--- src/rtl/game_undo_history_pkg.sv ---
// Shared constants and types for the game-state undo history.
// STATE_W must match the width of the downstream 4-to-1 game-state mux.
package game_undo_history_pkg;

    localparam int unsigned STATE_W    = 134;
    localparam int unsigned HIST_DEPTH = 4;
    localparam int unsigned HIST_PTR_W = 2;
    localparam int unsigned CNT_W      = 3;

    typedef logic [STATE_W-1:0]    state_t;
    typedef logic [HIST_PTR_W-1:0] ptr_t;
    typedef logic [CNT_W-1:0]      cnt_t;
    typedef logic [HIST_DEPTH-1:0] slot_we_t;

    // One-hot write enable for the slot addressed by a history pointer.
    function automatic slot_we_t ptr_onehot(input ptr_t p);
        slot_we_t one;
        one = slot_we_t'(1);
        return one << p;
    endfunction

endpackage

--- src/rtl/game_undo_history_if.sv ---
// Bundle between the move/level logic and the undo history.
//   master: move/level logic (drives init/push/undo, reads history outputs)
//   slave : game_undo_history
//   init_valid/init_state : load level start state, discard history
//   push/push_state       : commit a new post-move snapshot
//   undo                  : step back one snapshot
//   slot_0..slot_3, sel   : mux data inputs and mux select
//   count, undo_ok        : number of valid snapshots, count > 1
//   undo_ack, push_drop   : one-cycle status pulses
interface game_undo_history_if;
    import game_undo_history_pkg::*;

    logic   init_valid;
    state_t init_state;
    logic   push;
    state_t push_state;
    logic   undo;
    state_t slot_0;
    state_t slot_1;
    state_t slot_2;
    state_t slot_3;
    ptr_t   sel;
    cnt_t   count;
    logic   undo_ok;
    logic   undo_ack;
    logic   push_drop;

    modport master (
        output init_valid, init_state, push, push_state, undo,
        input  slot_0, slot_1, slot_2, slot_3, sel, count, undo_ok, undo_ack, push_drop
    );

    modport slave (
        input  init_valid, init_state, push, push_state, undo,
        output slot_0, slot_1, slot_2, slot_3, sel, count, undo_ok, undo_ack, push_drop
    );

endinterface

--- src/rtl/game_undo_ctrl.sv ---
// Pointer/count control for the undo history.
// Resolves init > undo > push each cycle, keeps the current-snapshot pointer (sel)
// and the saturating valid count, and emits a one-hot slot write enable.
//   clk, rst_n            : clock, async active-low reset
//   init_valid, push, undo: requests (level-sampled)
//   sel, count            : registered pointer and valid count
//   undo_ok               : count > 1 (combinational)
//   undo_ack, push_drop   : registered one-cycle pulses
//   slot_we               : one-hot slot write enable for this cycle
//   wr_init               : write data comes from init_state instead of push_state
module game_undo_ctrl
    import game_undo_history_pkg::*;
(
    input  logic     clk,
    input  logic     rst_n,
    input  logic     init_valid,
    input  logic     push,
    input  logic     undo,
    output ptr_t     sel,
    output cnt_t     count,
    output logic     undo_ok,
    output logic     undo_ack,
    output logic     push_drop,
    output slot_we_t slot_we,
    output logic     wr_init
);

    localparam cnt_t CntFull = cnt_t'(HIST_DEPTH);

    ptr_t sel_q, sel_d;
    cnt_t count_q, count_d;
    logic ack_q, ack_d;
    logic drop_q, drop_d;
    logic undo_accept;
    ptr_t wr_ptr;

    assign undo_accept = undo && (count_q > cnt_t'(1));
    assign wr_ptr      = sel_q + ptr_t'(1);

    always_comb begin
        sel_d   = sel_q;
        count_d = count_q;
        ack_d   = 1'b0;
        drop_d  = 1'b0;
        slot_we = '0;
        wr_init = 1'b0;
        if (init_valid) begin
            slot_we = ptr_onehot(ptr_t'(0));
            wr_init = 1'b1;
            sel_d   = '0;
            count_d = cnt_t'(1);
            drop_d  = push;
        end else if (undo_accept) begin
            // Undo is only a pointer move; slot contents stay for a later overwrite.
            sel_d   = sel_q - ptr_t'(1);
            count_d = count_q - cnt_t'(1);
            ack_d   = 1'b1;
            drop_d  = push;
        end else if (push) begin
            if (count_q == '0) begin
                // No level loaded yet: the first push acts as the start state.
                slot_we = ptr_onehot(ptr_t'(0));
                sel_d   = '0;
                count_d = cnt_t'(1);
            end else begin
                // Writing at sel+1 also discards any redo entries beyond sel.
                slot_we = ptr_onehot(wr_ptr);
                sel_d   = wr_ptr;
                count_d = (count_q == CntFull) ? count_q : count_q + cnt_t'(1);
            end
        end
    end

    always_ff @(posedge clk or negedge rst_n) begin
        if (!rst_n) begin
            sel_q   <= '0;
            count_q <= '0;
            ack_q   <= 1'b0;
            drop_q  <= 1'b0;
        end else begin
            sel_q   <= sel_d;
            count_q <= count_d;
            ack_q   <= ack_d;
            drop_q  <= drop_d;
        end
    end

    assign sel       = sel_q;
    assign count     = count_q;
    assign undo_ok   = count_q > cnt_t'(1);
    assign undo_ack  = ack_q;
    assign push_drop = drop_q;

endmodule

--- src/rtl/game_undo_history.sv ---
// Four-entry circular history of game-state snapshots feeding the 4-to-1 state mux.
// Undo moves the mux select back instead of copying data.
//   clk, rst_n : clock, async active-low reset
//   bus        : game_undo_history_if.slave (requests in; slots, sel, status out)
module game_undo_history
    import game_undo_history_pkg::*;
(
    input  logic                 clk,
    input  logic                 rst_n,
    game_undo_history_if.slave   bus
);

    slot_we_t slot_we;
    logic     wr_init;
    state_t   wr_data;
    state_t   slot_q [HIST_DEPTH];

    game_undo_ctrl u_ctrl (
        .clk        (clk),
        .rst_n      (rst_n),
        .init_valid (bus.init_valid),
        .push       (bus.push),
        .undo       (bus.undo),
        .sel        (bus.sel),
        .count      (bus.count),
        .undo_ok    (bus.undo_ok),
        .undo_ack   (bus.undo_ack),
        .push_drop  (bus.push_drop),
        .slot_we    (slot_we),
        .wr_init    (wr_init)
    );

    assign wr_data = wr_init ? bus.init_state : bus.push_state;

    always_ff @(posedge clk or negedge rst_n) begin
        if (!rst_n) begin
            for (int i = 0; i < HIST_DEPTH; i++) begin
                slot_q[i] <= '0;
            end
        end else begin
            for (int i = 0; i < HIST_DEPTH; i++) begin
                if (slot_we[i]) begin
                    slot_q[i] <= wr_data;
                end
            end
        end
    end

    assign bus.slot_0 = slot_q[0];
    assign bus.slot_1 = slot_q[1];
    assign bus.slot_2 = slot_q[2];
    assign bus.slot_3 = slot_q[3];

endmodule

--- src/flat_wrapper.sv ---
// flat-port wrapper written by rule: the top's interface ports become plain ports
module game_undo_history_flat import game_undo_history_pkg::*;
  (clk, rst_n, bus_init_valid, bus_init_state, bus_push, bus_push_state, bus_undo, bus_slot_0, bus_slot_1, bus_slot_2, bus_slot_3, bus_sel, bus_count, bus_undo_ok, bus_undo_ack, bus_push_drop);
  game_undo_history_if bus_i ();
  input  logic clk;
  input  logic rst_n;
  input wire logic [$bits(bus_i.init_valid)-1:0] bus_init_valid;
  input wire logic [$bits(bus_i.init_state)-1:0] bus_init_state;
  input wire logic [$bits(bus_i.push)-1:0] bus_push;
  input wire logic [$bits(bus_i.push_state)-1:0] bus_push_state;
  input wire logic [$bits(bus_i.undo)-1:0] bus_undo;
  output wire logic [$bits(bus_i.slot_0)-1:0] bus_slot_0;
  output wire logic [$bits(bus_i.slot_1)-1:0] bus_slot_1;
  output wire logic [$bits(bus_i.slot_2)-1:0] bus_slot_2;
  output wire logic [$bits(bus_i.slot_3)-1:0] bus_slot_3;
  output wire logic [$bits(bus_i.sel)-1:0] bus_sel;
  output wire logic [$bits(bus_i.count)-1:0] bus_count;
  output wire logic [$bits(bus_i.undo_ok)-1:0] bus_undo_ok;
  output wire logic [$bits(bus_i.undo_ack)-1:0] bus_undo_ack;
  output wire logic [$bits(bus_i.push_drop)-1:0] bus_push_drop;
  assign bus_i.init_valid = bus_init_valid;
  assign bus_i.init_state = bus_init_state;
  assign bus_i.push = bus_push;
  assign bus_i.push_state = bus_push_state;
  assign bus_i.undo = bus_undo;
  assign bus_slot_0 = bus_i.slot_0;
  assign bus_slot_1 = bus_i.slot_1;
  assign bus_slot_2 = bus_i.slot_2;
  assign bus_slot_3 = bus_i.slot_3;
  assign bus_sel = bus_i.sel;
  assign bus_count = bus_i.count;
  assign bus_undo_ok = bus_i.undo_ok;
  assign bus_undo_ack = bus_i.undo_ack;
  assign bus_push_drop = bus_i.push_drop;
  game_undo_history u_core (.clk(clk), .rst_n(rst_n), .bus(bus_i));
endmodule
--- config.mk ---
export PLATFORM = sky130hd
export DESIGN_NAME = game_undo_history_flat
export DESIGN_NICKNAME = d
export VERILOG_FILES = /design/src/rtl/game_undo_history_pkg.sv /design/src/rtl/game_undo_history_if.sv /design/src/rtl/game_undo_ctrl.sv /design/src/rtl/game_undo_history.sv /design/src/flat_wrapper.sv
export SDC_FILE = /design/constraint.sdc
export NUM_CORES = 1
export LEC_CHECK = 0
export CORE_AREA = 3 3 319 321
export CTS_BUF_LIST = sky130_fd_sc_hd__clkbuf_8 sky130_fd_sc_hd__clkbuf_16
export CTS_CLUSTER_SIZE = 28
export DETAILED_ROUTE_END_ITERATION = 10
export DIE_AREA = 0 0 322 324
export PLACE_DENSITY = 0.56
export SLEW_MARGIN = 20
export SYNTH_ARGS = -nofsm -noshare
export SYNTH_HDL_FRONTEND = slang
export SYNTH_SLANG_ARGS = --single-unit
--- constraint.sdc ---
create_clock -name clk -period 2.95 [get_ports clk]
set_clock_uncertainty 0.05 [all_clocks]
set_input_delay 0.295 -clock clk [delete_from_list [all_inputs] [get_ports clk]]
set_output_delay 0.295 -clock clk [all_outputs]
set_load 0.01 [all_outputs]
==> results of run 1 <==
cell usage after synthesis (2+ instances only):
cell type and instances:
ha_1 8, mux2_1 180, nand2_1 2, dfrtp_1 543
inv_1 4, a41oi_1 134, buf_4 24, a21o_1 2
buf_2 17, nor4b_2 3, o21ai_0 136, nand2b_1 3
nor2b_1 136, a21oi_1 135, nor2_1 5, a211oi_1 2
buf_6 8, clkbuf_1 98, buf_1 6, or3_1 2
mux2_2 357, buf_8 13
registers in the layout (all words and copies together) (netlist names):
register and count:
u_core.u_ctrl.push_drop 1, u_core.bus.slot_0 134, u_core.u_ctrl.sel 2, u_core.u_ctrl.count 3
u_core.bus.slot_2 134, u_core.u_ctrl.undo_ack 1, u_core.bus.slot_3 134, u_core.bus.slot_1 134
cells by family after synthesis:
kind of cell,synth area share
adder cells (fa/ha/maj),0.004121
multiplexers,0.2493
flip-flops,0.5594
buffers and inverters,0.03935
AO/OA/AOI/OAI,0.1082
AND/OR/NAND/NOR,0.03966
worst paths after layout:
kind	end	cells after the start	startpoint
min	u_core.u_ctrl.sel[0]	2	bus_init_valid
max in group asynchronous	u_core.bus.slot_1[101]	3	rst_n
max reg2reg	u_core.bus.slot_1[4]	8	u_core.u_ctrl.count[1]
min reg2reg	u_core.bus.slot_1[115]	1	u_core.bus.slot_1[115]
max	u_core.bus.slot_1[4]	8	u_core.u_ctrl.count[1]
min in group asynchronous	u_core.bus.slot_0[34]	2	rst_n
final cells by class:
type	count	area, um^2
inverter	4	15.01
clock buffer	83	1931
multi-input combinational	1115	9811
tap	1298	1624
sequential	543	13590
fill	9612	62930
timing repair buffer	901	9208
antenna	14	35.03
clock inverter	38	422.9
power groups by stage:
stage / registers [mW] / clock network, mW / logic (mW)
floorplan: 13.6 / 0 / 4.29
global route: 12.8 / 9.28 / 16.2
finish: 12.5 / 8.72 / 15.4
detailed placement: 12.5 / 0 / 15.6
CTS: 12.4 / 8.99 / 15.6
global placement: 12.4 / 0 / 15.4
per-layer routing:
metal  wire [um]  vias up
li1            -     8349
met1       40140     9914
met4        4112        2
met3        6163      198
met2       50900      727
met5          13        -
what timing repair did:
item / in CTS / in global routing
hold buffers: 1 / 0
hold endpoints to repair: 57 / 0
buffers inserted: 0 / 0
endpoints found under the setup margin: 0 / 0
==> flow_summary_export.csv, run 1 <==
group,metric,value,unit
sta,hold_slack,0.1715,ns
clock_tree,htreeDepth,3,
die,die_h,324,um
clock_tree,clockBufferDepth,3,
logic_synthesis,synth_cells,1828,
clock_tree,cts-resized-gates,0,
logic_synthesis,synth_top_area_frac,0.5594,
sta,max_freq,386.7,MHz
global_routing,grt.busiest_layer,"met2",
clock_tree,clock-root-buffer,"clkbuf_16",
sta,period_minus_slack,2.586,ns
detailed_routing,drc,0,
sta,hold_viol,0,
final_layout,final_net_count,2913,
logic_synthesis,synth_ff_type,"dfrtp_1",
clock_tree,cts_tree,"built",
critical_path,path_buf_inv,3,
die,core,99570,um^2
detailed_routing,wl,101300,um
power,p_per_area,998.9,nW/um^2
global_routing,met2_usage,0.3191,
final_layout,stdcell_count,3996,
critical_path,cpMostUsedCell,"buf_12",
logic_synthesis,syn-cell-area,24290,um^2
logic_synthesis,synth_area_leaders,"dfrtp_1, mux2_2, mux2_1",
clock_tree,insertion_delay,0.59,ns
sta,finalSetupTns,0,ns
power,sw_frac_of_total,0.3373,
critical_path,end_kind,"flop",
logic_synthesis,yosys.area.top_type,"dfrtp_1",
sta,max-slew-margin-rel,0.3279,
sta,setup_slack,0.3638,ns
sta,slew_viol_final,0,
global_routing,grtUsageMet1,0.2250,
global_routing,grt-ovfl-total,0,
power,total_leakage_power,14.64,nW
global_routing,gr-usage-met3,0.04068,
detailed_routing,via_per_inst,4.802,
place,dpl-instance-area,34240,um^2
critical_path,crit_family,"simple AND/OR/NAND/NOR gates",
global_routing,grt_pass1_vias,20290,
place,hpwl,73930,um
place,finalWeightedCongestion,0.9111,
critical_path,critical_path_class,"reg2reg",
hold_path,hold_class,"in2reg",
critical_path,r2r_slack,0.36,ns
final_layout,final_cell_mix,"clkdlybuf4s50_1, dfrtp_1, mux2_2",
logic_synthesis,synth_area_per_cell,13.29,um^2
die,rows,116,
detailed_routing,vias,19190,
die,dieArea,104300,um^2
detailed_routing,postRouteAntennaNets,0,
logic_synthesis,synth_nets,2109,
logic_synthesis,yosys_register_bits,543,
power,p_clk_frac,0.238,
critical_path,crit_path_cell_trace,"inv_1 -> ha_1 -> nand2b_1 -> nand2_1 -> nor4b_4 -> buf_12 -> buf_12 -> mux2_2",
die,io_pins,817,
power,p_seq_frac,0.340,
clock_tree,numCtsBuffers,67,
power,power.internal,24.25,mW
die,start_util,0.2440,
detailed_routing,post_drt_wl_per_cell,25.36,um
logic_synthesis,synth_edf_count,0,
final_layout,layout-drive-gt1-share,0.2083,
power,vdd.ir_drop.worst,414.8,uV
clock_tree,cts.sinks,543,
die,fp.dieW,322,um
final_layout,final_common_cell,"clkdlybuf4s50_1",
flow_run,maxCapViolCount,0,
power,p_total,36.60,mW
critical_path,max_stage_delay,0.36,ns
sta,rsz0062_at_grt,"no",
global_routing,antenna_found_initial,14,
critical_path,worstPathMaxFanout,39,
critical_path,critPathLaunchType,"flop",
global_routing,grt_max_degree,141,
critical_path,worstPathRequired,3.39,ns
global_routing,grt_pass1_wl,144600,um
critical_path,crit_slowest_cell,"dfrtp_1",
status,outcome,"complete, no violations",
logic_synthesis,netlist-cell-type-count,32,
logic_synthesis,yosys_warnings,0,
detailed_routing,drt_pass1_iterations,7,
place,place_inst,3860,
sta,final.period_utilization,0.8767,
power,switching_power,12.34,mW
sta,max_slew.worst_pin.slew,1.008,ns
sta,setup_violations,0,
place,port_buffers,816,
critical_path,cp_data_arrival_time,3.03,ns
detailed_routing,first_iter_violations,1206,
logic_synthesis,ys_async_sr_fraction,1.000,
power,power_frac_comb,0.421,
logic_synthesis,ys_seq_area_frac,0.5594,
final_layout,fin_util,0.3679,
place,dp_worst_setup_slack,0.3448,ns
final_layout,areaGrowthSynthToFinish,50.81,%
final_layout,finalInstanceArea,36630,um^2
global_routing,gr-usage-all-layers,0.1866,
clock_tree,clkSlewWorstSetupHoldPaths,0.06,ns
No activity file was read; power rests on OpenSTA's default activity.
==> run 2: changes to the inputs <==
--- a/config.mk
+++ b/config.mk
@@ -7,6 +7,7 @@
 export LEC_CHECK = 0
 export CORE_AREA = 3 3 319 321
 export CTS_BUF_LIST = sky130_fd_sc_hd__clkbuf_8 sky130_fd_sc_hd__clkbuf_16
+export CTS_CLUSTER_DIAMETER = 30
 export CTS_CLUSTER_SIZE = 28
 export DETAILED_ROUTE_END_ITERATION = 10
 export DIE_AREA = 0 0 322 324
==> run 2 against run 1 <==
Effect of this change: via count increased by 2.4%; core utilization grew 2.9 points; worst hold slack got worse by 0.10 ns; cell count increased by 3.6%; global-route usage rose by 0.37 points; combinational power is essentially flat; register-to-register slack worse by 0.02 ns; clock-buffer cell count grew 96; highest routed layer unchanged; sequential power about the same; die area stayed put; wire length increased by 1.5%; non-clock buffer count is the same.
==> flow_summary_export.csv, run 2 (same netlist as run 1, synthesis figures left out) <==
group,metric,value,unit
status,outcome,"complete, no violations",
flow_run,maxCapViolCount,0,
clock_tree,insertion_delay,0.70,ns
die,dieArea,104300,um^2
place,finalWeightedCongestion,0.9111,
place,hpwl,73930,um
critical_path,critPathLaunchType,"flop",
sta,setup_violations,0,
final_layout,final-seq-area,13590,um^2
hold_path,hold_class,"in2reg",
die,die_h,324,um
final_layout,finalInstanceArea,39510,um^2
power,total_leakage_power,16.08,nW
detailed_routing,vias,19650,
global_routing,grt-ovfl-total,0,
detailed_routing,post_drt_wl_per_cell,24.85,um
final_layout,final_cell_mix,"clkdlybuf4s50_1, dfrtp_1, mux2_2",
clock_tree,hold_buffers,1,
critical_path,critical_path_class,"reg2reg",
final_layout,areaGrowthSynthToFinish,62.65,%
sta,setup_slack,0.3427,ns
clock_tree,cts_tree,"built",
detailed_routing,drc,0,
clock_tree,cts-resized-gates,0,
sta,final.period_utilization,0.8838,
global_routing,gr-usage-all-layers,0.1904,
detailed_routing,first_iter_violations,1176,
detailed_routing,drt_pass1_iterations,5,
global_routing,antenna_found_initial,18,
die,io_pins,817,
die,start_util,0.2440,
sta,max_slew.worst_pin.slew,0.8819,ns
sta,hold_slack,0.07110,ns
sta,max-slew-margin-rel,0.4121,
critical_path,crit_path_cell_trace,"inv_1 -> ha_1 -> nand2b_1 -> nand2_1 -> nor4b_4 -> buf_12 -> buf_12 -> mux2_2",
die,core,99570,um^2
clock_tree,clkSlewWorstSetupHoldPaths,0.04,ns
critical_path,cpMostUsedCell,"buf_12",
clock_tree,cts_setup_buffers,0,
global_routing,grt_pass1_wl,147300,um
clock_tree,clock-root-buffer,"clkbuf_16",
power,p_total,44.41,mW
final_layout,final_net_count,2991,
critical_path,worstPathMaxFanout,39,
clock_tree,cts.sinks,543,
critical_path,cp_data_arrival_time,3.13,ns
die,rows,116,
critical_path,worstPathRequired,3.47,ns
sta,hold_viol,0,
global_routing,grt_pass1_vias,21190,
global_routing,grt_max_degree,141,
final_layout,layout-drive-gt1-share,0.2458,
critical_path,max_stage_delay,0.37,ns
sta,period_minus_slack,2.607,ns
detailed_routing,postRouteAntennaNets,0,
power,p_per_area,1124,nW/um^2
clock_tree,htreeDepth,4,
critical_path,r2r_slack,0.34,ns
place,port_buffers,816,
final_layout,final_common_cell,"clkdlybuf4s50_1",
detailed_routing,via_per_inst,4.745,
critical_path,crit_slowest_cell,"buf_12",
clock_tree,numCtsBuffers,145,
die,fp.dieW,322,um
detailed_routing,wl,102900,um
place,dpl-instance-area,34240,um^2
critical_path,path_buf_inv,3,
clock_tree,clockBufferDepth,3,
place,dp_worst_setup_slack,0.3448,ns
final_layout,multi_input_area,9811,um^2
sta,max_freq,383.5,MHz
sta,finalSetupTns,0,ns
critical_path,end_kind,"flop",
sta,rsz0062_at_grt,"no",
sta,slew_viol_final,0,
critical_path,crit_family,"simple AND/OR/NAND/NOR gates",
power,vdd.ir_drop.worst,524.9,uV
final_layout,nFillCells,9350,
==> run 2: cell types whose count changed in the layout (fill, tap and decap cells not counted), sizes merged <==
cell and change:
inv +14, clkinvlp +3, diode +1, clkinv +19, bufinv +11, clkbuf +96
==> run 2: report_power, final <==
| part | leakage (nW) | switching (mW) | internal [mW] | total [mW] |
|---|---|---|---|---|
| Clock | 2.64 | 4.95 | 11.5 | 16.5 |
| Combinational | 6.95 | 7.12 | 8.32 | 15.4 |
| Sequential | 6.49 | 1.87 | 10.6 | 12.5 |
| Total | 16.1 | 13.9 | 30.5 | 44.4 |
==> run 2: final timing paths <==
kind                                     endpoint                   start  depth (start not counted)
max                          u_core.bus.slot_1[4]  u_core.u_ctrl.count[1]                          8
min                          u_core.u_ctrl.sel[0]          bus_init_valid                          2
max reg2reg                  u_core.bus.slot_1[4]  u_core.u_ctrl.count[1]                          8
min reg2reg                u_core.bus.slot_1[115]  u_core.bus.slot_1[115]                          1
max in group asynchronous  u_core.bus.slot_0[102]                   rst_n                          3
min in group asynchronous   u_core.bus.slot_1[31]                   rst_n                          2
==> run 2: layout make-up <==
type                       instances  share of cell area
inverter                           4           0.0003800
clock buffer                     179              0.1045
tap                             1298             0.04110
multi-input combinational       1115              0.2483
timing repair buffer             901              0.2330
antenna                           15           0.0009500
clock inverter                    85             0.02777
sequential                       543              0.3439
==> run 2: metal layers <==
metal	GRT usage	routed length, um	up-vias
met3	0.05309	6918	235
li1	-	-	8563
met2	0.3182	51200	834
met4	0.09646	4573	2
met5	0	14	-
met1	0.2244	40150	10010
==> run 2: stage by stage <==
step / util / cells
after floorplan: - / 1828
after global placement: 0.3438 / 3860
after detailed placement: 0.3438 / 3860
after CTS: 0.3965 / 4125
after global routing: 0.3967 / 4136
final: 0.3968 / 4140
==> run 2: worst register-to-register path, stage by stage (launching register included) <==
cell,delay [ns]
dfrtp_1,0.35
inv_1,0.09
ha_1,0.23
nand2b_1,0.18
nand2_1,0.24
nor4b_4,0.34
buf_12,0.37
buf_12,0.27
mux2_2,0.37
